### src/rtl/mul_share_arb.sv
// Round-robin arbiter that time-shares one 8x8 multiplier among NREQ requesters.
// Each operation is IDLE (accept) -> MUL (multiply) -> RESP (hold until consumed).

module parallel_multiplier (
    input  logic [7:0]  a_i,
    input  logic [7:0]  b_i,
    output logic [15:0] p_o
);
    // Carry recurrence written bit-serially; synthesis restructures it into lookahead form.
    function automatic logic [15:0] add16(input logic [15:0] x, input logic [15:0] y);
        logic [15:0] g;
        logic [15:0] p;
        logic [15:0] c;
        g    = x & y;
        p    = x ^ y;
        c    = '0;
        for (int i = 0; i < 15; i++) begin
            c[i+1] = g[i] | (p[i] & c[i]);
        end
        return p ^ c;
    endfunction

    logic [15:0] pp  [8];
    logic [15:0] acc [8];

    for (genvar i = 0; i < 8; i++) begin : g_pp
        assign pp[i] = {8'b0, a_i & {8{b_i[i]}}} << i;
    end

    assign acc[0] = pp[0];
    for (genvar i = 1; i < 8; i++) begin : g_sum
        assign acc[i] = add16(acc[i-1], pp[i]);
    end

    assign p_o = acc[7];
endmodule

module mul_share_arb #(
    parameter  int NREQ = 4,
    localparam int IDW  = $clog2(NREQ)
) (
    input  logic              clk,
    input  logic              rst,
    input  logic [NREQ-1:0]   req_valid,
    input  logic [NREQ*8-1:0] req_a,
    input  logic [NREQ*8-1:0] req_b,
    output logic [NREQ-1:0]   req_ready,
    output logic              rsp_valid,
    output logic [IDW-1:0]    rsp_id,
    output logic [15:0]       rsp_data,
    input  logic              rsp_ready,
    output logic              busy
);
    typedef enum logic [1:0] {IDLE, MUL, RESP} state_t;

    state_t         state_q, state_d;
    logic [7:0]     op_a_q, op_b_q;
    logic [15:0]    res_q;
    logic [IDW-1:0] id_q;
    logic [IDW-1:0] last_grant_q;

    logic [15:0]    mul_p;
    logic           gnt_found;
    logic [IDW-1:0] gnt_idx;
    logic [IDW-1:0] cand;
    logic           xfer;

    parallel_multiplier u_mul (
        .a_i (op_a_q),
        .b_i (op_b_q),
        .p_o (mul_p)
    );

    // Scan from the far end back toward last_grant+1 so the nearest valid requester wins.
    always_comb begin
        gnt_found = 1'b0;
        gnt_idx   = '0;
        cand      = '0;
        for (int k = NREQ; k >= 1; k--) begin
            cand = IDW'((int'(last_grant_q) + k) % NREQ);
            if (req_valid[cand]) begin
                gnt_found = 1'b1;
                gnt_idx   = cand;
            end
        end
    end

    assign xfer = (state_q == IDLE) && gnt_found;

    always_comb begin
        req_ready = '0;
        if (xfer) begin
            req_ready[gnt_idx] = 1'b1;
        end
    end

    always_comb begin
        state_d = state_q;
        case (state_q)
            IDLE:    if (gnt_found) state_d = MUL;
            MUL:     state_d = RESP;
            RESP:    if (rsp_ready) state_d = IDLE;
            default: state_d = IDLE;
        endcase
    end

    always_ff @(posedge clk or posedge rst) begin
        if (rst) begin
            state_q      <= IDLE;
            op_a_q       <= '0;
            op_b_q       <= '0;
            res_q        <= '0;
            id_q         <= '0;
            last_grant_q <= IDW'(NREQ - 1);
        end else begin
            state_q <= state_d;
            if (xfer) begin
                op_a_q       <= req_a[{gnt_idx, 3'b000} +: 8];
                op_b_q       <= req_b[{gnt_idx, 3'b000} +: 8];
                id_q         <= gnt_idx;
                last_grant_q <= gnt_idx;
            end
            if (state_q == MUL) begin
                res_q <= mul_p;
            end
        end
    end

    assign rsp_valid = (state_q == RESP);
    assign rsp_id    = id_q;
    assign rsp_data  = res_q;
    assign busy      = (state_q != IDLE);
endmodule

### config.mk
export PLATFORM = sky130hd
export DESIGN_NAME = mul_share_arb
export DESIGN_NICKNAME = d
export VERILOG_FILES = /design/src/rtl/mul_share_arb.sv
export SDC_FILE = /design/constraint.sdc
export NUM_CORES = 1
export LEC_CHECK = 0
export ABC_AREA = 1
export CAP_MARGIN = 20
export CORE_UTILIZATION = 55
export DETAILED_ROUTE_END_ITERATION = 6
export PLACE_DENSITY = 0.91
export SYNTH_ARGS = -nofsm -noshare
export SYNTH_HDL_FRONTEND = slang
export SYNTH_SLANG_ARGS = --single-unit
### constraint.sdc
create_clock -name clk -period 22.9 [get_ports clk]
set_clock_uncertainty 0.15 [all_clocks]
set_input_delay 4.58 -clock clk [delete_from_list [all_inputs] [get_ports clk]]
set_output_delay 4.58 -clock clk [all_outputs]
set_load 0.05 [all_outputs]
## Word-level counts from Yosys, hierarchy flattened

Index checks and enable logic that the tools add are counted.

| storage, ports and cells | value |
|---|---|
| register bits | 38 |
| output and inout bits | 24 |

| operators by class | value |
|---|---|
| multiplexer cells | 22 |
| eq/ne operators | 4 |
| bitwise operators | 225 |
| $add $sub $neg | 4 |
| order comparisons | 6 |
| reduce and logical (&&, ||, !) cells | 5 |
| shifts and indexed selects | 2 |

Operators by type and width:

| operator | count |
|---|---|
| $xor 16x16->16 | 6 |
| $and 1x1->1 | 92 |
| $or 1x1->1 | 92 |
| $and 8x8->8 | 8 |
| $shiftx 32x6->8 | 2 |
| $xor 16x10->16 | 1 |
| $xor 16x11->16 | 1 |
| $xor 16x12->16 | 1 |
| $xor 16x13->16 | 1 |
| $xor 16x14->16 | 1 |
| $xor 16x15->16 | 1 |
| $xor 9x16->16 | 1 |
| $and 15x10->15 | 1 |
| $and 15x11->15 | 1 |
| $and 15x12->15 | 1 |
| $and 15x13->15 | 1 |
| $and 15x14->15 | 1 |
| $and 15x15->15 | 1 |
| $lt 2x3->1 const B | 5 |
| $mux 2 | 6 |
| $and 8x9->9 | 1 |
| $mux 1 | 9 |
| $xor 8x9->9 | 1 |
| $bmux 1 s2 | 4 |
| other kinds (16) | 29 |

## Depth between registers and ports, before layout

| logic depth | value |
|---|---|
| depth after elaboration | 211 |
| gate-level depth with buffers | 37 |
| gate-level depth less buffers | 36 |

## By module

From an unflattened synthesis, not the netlist that was laid out.

| unflattened totals | value |
|---|---|
| cells, all modules | 538 |
| area, all modules | 4120.2 µm² |

By module, submodules not included:

| module | area each (µm²) | times used | cells an instance | sequential area each (µm²) |
|---|---|---|---|---|
| mul_share_arb | 2364.8 | 1 | 329 | 953.4 |
| parallel_multiplier | 1755.4 | 1 | 209 | 0.0 |

## Worst setup path after synthesis

Ideal clock, no wire load.

| path | value |
|---|---|
| path kind | input to output |
| from | input req_valid[1] |
| to | output req_ready[0] |
| cell stages on the path | 8 |
| arrival time | 6427 ps |
| setup slack | 11743 ps |
| cells stage by stage | inv_1 > o21ai_2 > nand2_1 > nand4_1 > nand2_1 > buf_2 > buf_2 > nor3_1 |

| between the ends | value |
|---|---|
| longest elaborated chain between the ends | 11 |
| elaborated cells on any way between the ends | 23 |
| classes of those cells | order compare (2); mux (19); reduce/logical (2) |

RTL lines:

| what | line | text |
|---|---|---|
| start: declaration | 44 | `input logic [NREQ-1:0] req_valid,` |
| $bmux 1 s2 | 81 | `if (req_valid[cand]) begin` |
| $mux 1 (not written as such) | 81 |  |
| $mux 2 (4 in a row) | 81 |  |
| $lt 2x3->1 (not written as such) / $ge 2x1->1 (equally long branches) | 93 | `req_ready[gnt_idx] = 1'b1;` |
| $logic_and 1x1->1 (not written as such) | 93 |  |
| $mux 1 (not written as such) | 93 |  |
| $demux 1 s2 | 93 |  |
| $mux 4 * | 92 | `if (xfer) begin` |
| end: declaration | 47 | `output logic [NREQ-1:0] req_ready,` |

Every way passes the cells marked *; elsewhere a longest branch is shown, timed or not. The select of a mux whose other input is x is not followed.

## Final worst setup path

| path | value |
|---|---|
| from | input req_valid[2] |
| to | output req_ready[3] |

Same word-level chain as after synthesis.

==> summary.md <==
| Metric | Value |
|---|---|
| R2R Path Start | op_a_q[1]$_DFFE_PP0P_ |
| Post-synthesis net count | 696 |
| P&R area growth vs syn | 25.5% |
| Clock Latency Late Sink | 0.29 ns |
| WP depth | 10 |
| Setup TNS | 0 ns |
| Worst Setup End Kind | output port |
| Worst Hold Class | reg2reg |
| Pin count of the biggest net entering global routing | 39 |
| Hold_sp | rsp_data[5]$_DFFE_PP0N_ |
| Final Setup Violations | 0 |
| Slew HR | 60.8% |
| Delay-heaviest family, CP | buffers and inverters |
| Number of global-route vias before repair | 3597 |
| Worst-Margin Slew | 0.587 ns |
| Fin crit share | 53.8% |
| Crit-path max cell delay | 0.82 ns |
| Die Span X | 86.8 µm |
| Commonest cells after routing, fill and taps aside | 299 x nand2_1, 94 x clkdlybuf4s50_1, 80 x inv_1 |
| First-pass GRT wire length | 15000 µm |
| CTS tree | done |
| Pre-antenna DRT Iters | 6 |
| Clock slew at reported path FFs | 0.06 ns |
| Commonest non-fill, non-tap cell in the layout | nand2_1 |
| Final core utilization | 72.3% |
| Sequential fraction of the synthesis area | 24.1% |
| I/O Buffers | 94 |
| R2R depth | 26 |
| CP max-delay cell | clkdlybuf4s50_1 |
| Netlist Area Pre-Place | 3960 µm² |
| Total CTS buffers | 5 |
| Critical Path RT | 18.17 ns |
| Remaining antenna violation count | 0 |
| Async set or reset register ratio after synthesis | 100% |
| DR vias | 3621 |
| I/O pins | 95 |
| RSZ-0062 raised after global routing | false |
| Initial antenna violation count | 0 |
| Setup bufs post-CTS | 0 |
| Initial Util | 57.6% |
| Register bit count reported by yosys | 38 |
| Post_cts resized | 0 |
| Placer Congestion | 0.871 |
| H-tree depth | 2 |
| Most frequent CP cell | nand2_1 |
| Final hold violations | 0 |
| YS warnings | 0 |
| Crit path kind | in2out |
| Number of synthesized flops with an enable pin | 0 |
| DP Wirelength | 7230 µm |
| Root Driver | clkbuf_8 |
| Crit start category | input port |
| Routed wire length | 8730 µm |
| All-Layer GR Usage | 25.4% |
| CTS Buffer Depth | 2 |
| Worst Setup SP | req_valid[2] |
| Min cycle time layout | 12.32 ns |
| Synth Instances | 569 |
| Die Ht | 86.8 µm |
| Iter 0 DRT Violations | 225 |
| Syn Area/Cell | 6.96 µm² |
| WHS Path Cells | 2 |
| Fin nets | 765 |
| Buf+Inv Stages, Crit Path | 3 |
| Global route overflow | 0 |
| Fmax | 81.2 MHz |
| Layout cell share with drive strength beyond 1 | 3.13% |
| Worst endpoint data arrival time | 7.59 ns |
| Vias/cell | 4.93 |
| Avg WL per Cell | 11.9 µm |
| CP Cell Sequence | clkdlybuf4s50_1 > nand2_1 > nand2_1 > nand2_1 > nand2_1 > nand4_1 > nand2_1 > clkinv_1 > nor2_1 > clkdlybuf4s50_1 |
| DRC | 0 |
| Synth cell types | 24 |
| Hold_buf cts | 0 |
| Num Clock Sinks | 38 |
| Crit path max fanout | 20 |
| Max Cap Violations | 0 |
| Fin. max-slew vios | 0 |
| Core Region | 6870 µm² |
| Top_reg_cell synth | dfrtp_1 |
| Outcome | complete, no violations |
| Std-Cell Rows | 30 |
| Overall die area | 7540 µm² |
| Antenna Cells | 0 |
-- per-layer routing --
| metal | up-vias | global-route usage, % | routed length [µm] |
|---|---|---|---|
| li1 | 1787 | - | - |
| met4 | 0 | 9.39 | 205 |
| met5 | - | 0 | 0 |
| met2 | 149 | 47.0 | 4550 |
| met1 | 1659 | 29.4 | 3460 |
| met3 | 26 | 4.19 | 521 |
-- registers in the layout, summed over array words and instances (netlist names) --
register	cells
rsp_id	2
last_grant_q	2
state_q	2
op_b_q	8
rsp_data	16
op_a_q	8
-- metrics by stage --
| stage | instance area, µm² | cells | hold slack (ns) | worst slack [ns] |
|---|---|---|---|---|
| 2_1_floorplan | 3960 | 569 | 0.388 | 11.74 |
| 3_3_place_gp | 4850 | 726 | 0.311 | 10.51 |
| 3_5_place_dp | 4850 | 726 | 0.314 | 10.34 |
| 4_1_cts | 4960 | 734 | 0.332 | 10.32 |
| 5_1_grt | 4970 | 735 | 0.344 | 10.36 |
| 6_report | 4970 | 735 | 0.329 | 10.58 |
-- synthesized netlist by cell type (all sizes together) (2+ instances only) --
cell type  count  area, µm²
buf           14        103
dfrtp         36        901
ha             8        100
inv           83        317
dfstp          2       52.6
nand2        303       1170
nand3         36        193
nor3           2       10.0
nor2           6       22.5
o21ai          7       38.8
clkbuf        21       78.8
fa            48        961
-- logic make-up (layout without fill, tap and decap cells) --
family	Yosys count	in the layout	share of synthesized area, %
buf+inv	119	189	12.7
flops	38	38	24.1
simple gates	348	348	35.3
fa+ha+maj	56	56	26.8
compound gates	8	8	1.11
-- final timing paths --
check / endpoint / slack (ns)
min: rsp_data[5]$_DFFE_PP0N_ / 0.33
max: req_ready[3] / 10.58
min reg2reg: rsp_data[5]$_DFFE_PP0N_ / 0.33
min in group asynchronous: rsp_data[1]$_DFFE_PP0N_ / 4.54
max in group asynchronous: last_grant_q[0]$_DFFE_PP1P_ / 17.71
max reg2reg: rsp_data[14]$_DFFE_PP0N_ / 13.11
-- area by class of cell --
cell class / count / area [µm²]
multi-input cells: 412 / 2500
fillers: 523 / 1900
repair buffers: 97 / 963
flip-flops and latches: 38 / 953
inverters: 84 / 320
well taps: 96 / 120
clock buffers: 7 / 76.3
clock inverters: 1 / 30.0
-- worst reg2reg max path: cells and delay by family (launching register included) --
family	cells	cell delay, ns
AOI/OAI and AO/OA	1	0.08
adders and majority gates	20	8.56
buffers and inverters	4	0.24
DFF	1	0.55
and+or+nand+nor	1	0.11
Power is not shown: default switching activity piles up to over one toggle a cycle in this logic, so the estimate is an artifact.
